==> src/rtl/mem_store_buffer.sv <==
// mem_store_buffer: queues sized stores from the MEM stage and drains one per
// cycle into the data memory write port.
//   st_*      : store request in; st_ready = !full (from registered count)
//   ld_*      : load address conflict check against pending stores
//   dm_*      : data memory write port, driven from the head entry
//   misalign  : one-cycle registered pulse for a rejected illegal store
//   count     : occupied entries; empty = (count == 0)
module mem_store_buffer #(
  parameter int unsigned DEPTH = 4
) (
  input  logic                     clk,
  input  logic                     reset,
  input  logic                     st_valid,
  output logic                     st_ready,
  input  logic [31:0]              st_addr,
  input  logic [31:0]              st_data,
  input  logic [1:0]               st_size,
  input  logic [31:0]              st_pc,
  input  logic                     ld_check,
  input  logic [31:0]              ld_addr,
  output logic                     ld_conflict,
  output logic                     dm_we,
  output logic [31:0]              dm_addr,
  output logic [31:0]              dm_data,
  output logic [3:0]               dm_be,
  output logic [31:0]              dm_pc,
  output logic                     misalign,
  output logic [$clog2(DEPTH):0]   count,
  output logic                     empty
);

  localparam int unsigned PTR_W = $clog2(DEPTH);
  localparam int unsigned CNT_W = PTR_W + 1;

  logic [31:0]      addr_q [DEPTH];
  logic [31:0]      data_q [DEPTH];
  logic [3:0]       be_q   [DEPTH];
  logic [31:0]      pc_q   [DEPTH];

  logic [PTR_W-1:0] head_q, head_d;
  logic [PTR_W-1:0] tail_q, tail_d;
  logic [CNT_W-1:0] count_q, count_d;
  logic             misalign_q, misalign_d;

  logic             legal;
  logic             enq;
  logic             deq;
  logic             full;
  logic [3:0]       be_new;
  logic [31:0]      data_new;
  logic [PTR_W-1:0] offset;
  logic             ld_hit;

  assign full     = (count_q == CNT_W'(DEPTH));
  assign st_ready = !full;
  assign empty    = (count_q == '0);
  assign count    = count_q;
  assign misalign = misalign_q;

  // Lane alignment and legality of the incoming store
  always_comb begin
    legal    = 1'b1;
    be_new   = 4'b0000;
    data_new = 32'h0;
    case (st_size)
      2'b00: begin
        be_new   = 4'b0001 << st_addr[1:0];
        data_new = {4{st_data[7:0]}};
      end
      2'b01: begin
        legal    = !st_addr[0];
        be_new   = st_addr[1] ? 4'b1100 : 4'b0011;
        data_new = {2{st_data[15:0]}};
      end
      2'b10: begin
        legal    = (st_addr[1:0] == 2'b00);
        be_new   = 4'b1111;
        data_new = st_data;
      end
      default: legal = 1'b0;
    endcase
  end

  // Queue control: the memory always accepts, so any valid head drains
  always_comb begin
    enq        = st_valid && st_ready && legal;
    deq        = !empty;
    misalign_d = st_valid && st_ready && !legal;
    head_d     = head_q;
    tail_d     = tail_q;
    count_d    = count_q;
    if (enq) tail_d = tail_q + PTR_W'(1);
    if (deq) head_d = head_q + PTR_W'(1);
    case ({enq, deq})
      2'b10:   count_d = count_q + CNT_W'(1);
      2'b01:   count_d = count_q - CNT_W'(1);
      default: count_d = count_q;
    endcase
  end

  always_ff @(posedge clk) begin
    if (reset) begin
      head_q     <= '0;
      tail_q     <= '0;
      count_q    <= '0;
      misalign_q <= 1'b0;
    end else begin
      head_q     <= head_d;
      tail_q     <= tail_d;
      count_q    <= count_d;
      misalign_q <= misalign_d;
    end
  end

  // Entry storage needs no reset: validity comes from head/count
  always_ff @(posedge clk) begin
    if (!reset && enq) begin
      addr_q[tail_q] <= st_addr;
      data_q[tail_q] <= data_new;
      be_q[tail_q]   <= be_new;
      pc_q[tail_q]   <= st_pc;
    end
  end

  // Head entry drives the memory port; zeros when empty
  always_comb begin
    dm_we   = !empty;
    dm_addr = 32'h0;
    dm_data = 32'h0;
    dm_be   = 4'b0000;
    dm_pc   = 32'h0;
    if (!empty) begin
      dm_addr = {addr_q[head_q][31:2], 2'b00};
      dm_data = data_q[head_q];
      dm_be   = be_q[head_q];
      dm_pc   = pc_q[head_q];
    end
  end

  // An entry is live when its distance from head is below count
  always_comb begin
    ld_hit = 1'b0;
    offset = '0;
    for (int i = 0; i < int'(DEPTH); i++) begin
      offset = PTR_W'(i) - head_q;
      if ((CNT_W'(offset) < count_q) && (addr_q[i][31:2] == ld_addr[31:2]))
        ld_hit = 1'b1;
    end
    ld_conflict = ld_check && ld_hit;
  end

endmodule

==> config.mk <==
export PLATFORM = sky130hd
export DESIGN_NAME = mem_store_buffer
export DESIGN_NICKNAME = d
export VERILOG_FILES = /design/src/rtl/mem_store_buffer.sv
export SDC_FILE = /design/constraint.sdc
export NUM_CORES = 1
export LEC_CHECK = 0
export CELL_PAD_IN_SITES_DETAIL_PLACEMENT = 1
export CELL_PAD_IN_SITES_GLOBAL_PLACEMENT = 1
export CORE_ASPECT_RATIO = 1.5
export CORE_UTILIZATION = 42
export DETAILED_ROUTE_END_ITERATION = 10
export PLACE_DENSITY = 0.82
export SETUP_SLACK_MARGIN = 0.3
export SYNTH_ARGS = -nofsm -noshare
export SYNTH_HDL_FRONTEND = slang
export SYNTH_SLANG_ARGS = --single-unit
export TNS_END_PERCENT = 5
==> constraint.sdc <==
create_clock -name clk -period 4 [get_ports clk]
set_input_delay 0.4 -clock clk [delete_from_list [all_inputs] [get_ports clk]]
set_output_delay 0.4 -clock clk [all_outputs]
set_load 0.005 [all_outputs]
==> run_results.csv <==
group,metric,value,unit
synth,syn_inst,945,
synth,syn_area,0.0172,mm²
finish,design_area,0.0217,mm²
setup_path,cp_max_fo,4,
detailed_routing,drc,0,
cts,ctsHoldBuffers,0,
finish,final_util,53.8,%
hold_path,hp-class,"in -> reg",
finish,drive_above_1_share,16.0,%
placement,hpwl,30.6,mm
timing,fin_crit,3.52,ns
cts,clock_sinks,402,
timing,setup_viol,0,
setup_path,required,3.60,ns
floorplanning,rows,90,
timing,skew,0.0139,ns
setup_path,cp-start-kind,"input port",
floorplanning,die_x,167,µm
floorplanning,die_h,250,µm
setup_path,critPathBufInv,2,
grt,grtUsageTotal,21.7,%
detailed_routing,ant_nets,0,
detailed_routing,drt_iter0_markers,558,
grt,grt_first_pass_wirelength,66.0,mm
synth,synthAdderAreaFrac,0.772,%
synth,synth_area_leaders,"edfxtp_1 (69%), mux4_2 (13%), xor2_1 (5.8%)",
synth,synth.distinct_cells,32,
finish,regArea,0.0120,mm²
timing,max_freq,0.284,GHz
power_and_ir_drop,p_total,12.0,mW
grt,grt_pass1_vias,10500,
grt,grt_max_degree,50,
detailed_routing,drt-vias-per-instance,5.40,
setup_path,end_kind,"primary output",
placement,port-buffer-count,237,
floorplanning,coreArea,0.0403,mm²
power_and_ir_drop,vdd_drop_max,396,µV
grt,antenna_found_initial,1,
detailed_routing,vias,9430,
floorplanning,dieArea,0.0417,mm²
synth,synth_edf_count,392,
finish,multiInputGateArea,0.00492,mm²
setup_path,criticalPathCategory,"in -> out",
synth,ys.flop_type,"edfxtp_1",
finish,fill_cells,3705,
synth,synth.area.mux_share,13.4,%
synth,yosysWarnings,0,
timing,rsz0062_at_grt,"false",
synth,yosys.area.top_type,"edfxtp_1",
detailed_routing,wl_per_cell,25.5,µm
setup_path,cp_cell_sequence,"clkdlybuf4s50_1 > xor2_1 > nor4_1 > nand4_1 > a2111oi_0 > or4_1 > clkdlybuf4s50_1",
placement,placed_cell_area,0.0204,mm²
detailed_routing,drt_pass1_iterations,4,
cts,cts_buffer_depth,3,
timing,whs,0.497,ns
synth,ys_seq_area_share,69.7,%
setup_path,arrival,3.12,ns
setup_path,crit_slowest_cell,"clkdlybuf4s50_1",
detailed_routing,finalWirelength,44.6,mm
synth,ys_async_sr_fraction,0,%
outcome,status,"completed",
synth,synth_top_area_share,68.6,%
timing,final-max-slew-violation-count,0,
grt,grt_overflow,0,
cts,insertion_delay,0.54,ns
synth,yosys.area_share.simple,6.03,%
cts,cts_setup_buffers,0,
cts,htree_levels,2,
power_and_ir_drop,p_per_area,553,mW/mm²
finish,final_nets,1353,
floorplanning,start_util,42.6,%
cts,cts-resized-gates,0,
power_and_ir_drop,power_leakage,7.11,nW
setup_path,max_stage_delay,0.62,ns
placement,routabilityCongestion,0.937,
cts,tritoncts,"built",
synth,synth_compound_area_share,1.94,%
flow_run,drv_cap,0,
synth,synth_xor_area_share,6.38,%
setup_path,cp_common_cell,"clkdlybuf4s50_1",
timing,worst_pin_slew,0.644,ns
timing,finalHoldViolations,0,
cts,cts_buffers,40,
cts,cts_root_buf,"clkbuf_16",
synth,syn_area_per_cell,18.2,µm²
synth,synth_top_family_by_area,"multiplexers",
setup_path,crit_family,"buffers and inverters",
finish,area_delta_synth_final,26.3,%
timing,finalCritPeriodShare,88.1,%
floorplanning,pin_count,242,
synth,ys_ff_latch,402,
timing,relSlewSlack,56.7,%
cts,clkSlewWorstSetupHoldPaths,0.06,ns
timing,fin_setup_tns,0,ns
[worst register-to-register path, cell delays in order, from the launching register on]
cell	delay (ns)
dfxtp_1	0.42
inv_1	0.12
nand3_1	0.19
nand3_1	0.24
nor2_1	0.28
and2_4	0.59
buf_4	0.37
[kinds of logic after synthesis]
family          Yosys count
compound gates           55
mux                     108
other cells               1
fa+ha+maj                10
buf+inv                  65
simple gates            179
xor+xnor                125
flops                   402
[report_power, final]
part           switching, mW  total, mW  internal (mW)
registers              0.152       4.91           4.76
logic                   1.42       3.29           1.86
clock network           1.58       3.79           2.21
[cell usage in the layout, fill, tap and decap left out, types with 19 or more instances in the layout]
cell type / n
xor2_1: 114
nor4_1: 24
clkdlybuf4s50_1: 237
edfxtp_1: 392
a21oi_1: 23
clkbuf_16: 41
nor2b_1: 98
nor2_1: 19
mux4_2: 98
[worst paths after layout]
kind	slack (ns)	end	cells after the start	from
max reg2reg	1.47	addr_q[3][11]	6	count[0]
max	0.48	ld_conflict	7	ld_addr[17]
min reg2reg	0.56	flop	2	head_q[1]
min	0.50	pc_q[3][31]	1	st_pc[31]
[cells in the mapped netlist, types with 9 or more instances]
cell / count
inv_1: 17
xnor2_1: 11
ha_1: 9
a21oi_1: 23
buf_2: 15
clkbuf_1: 24
a21o_1: 17
o21ai_1: 9
nor4_1: 24
mux4_2: 98
dfxtp_1: 10
nor2b_1: 99
nand2_1: 9
nor2_1: 19
edfxtp_1: 392
xor2_1: 114
mux2i_1: 10
[layout make-up]
cell class / count / share of cell area [%]
Inverter: 20 / 0.352
Antenna cell: 1 / 0.0115
Multi-Input combinational cell: 479 / 22.7
Clock inverter: 29 / 1.36
Timing Repair Buffer: 266 / 12.6
Sequential cell: 402 / 55.2
Tap cell: 506 / 2.92
Clock buffer: 44 / 4.78
[state kept, by name (all words and copies together), names as in the netlist, named ones only]
register  count
data_q      128
pc_q        128
addr_q      120
be_q         16
count         3
head_q        2
tail_q        2
misalign      1
[layer usage]
| layer | vias up | GRT usage [%] | share of wire (%) |
|---|---|---|---|
| met5 | - | 0 | 0 |
| met4 | 0 | 11.1 | 5.0 |
| met3 | 84 | 3.89 | 4.6 |
| met2 | 309 | 39.5 | 54 |
| met1 | 4838 | 24.0 | 37 |
| li1 | 4199 | - | - |
[metrics by stage]
| step | setup WS, ns | cells |
|---|---|---|
| finish | 0.478 | 1747 |
| global route | 0.393 | 1747 |
| CTS | 0.525 | 1746 |
| detailed placement | 0.568 | 1673 |
| global placement | 0.568 | 1673 |
| floorplan | 0.0600 | 946 |
Power figures use the tool's default switching activity.
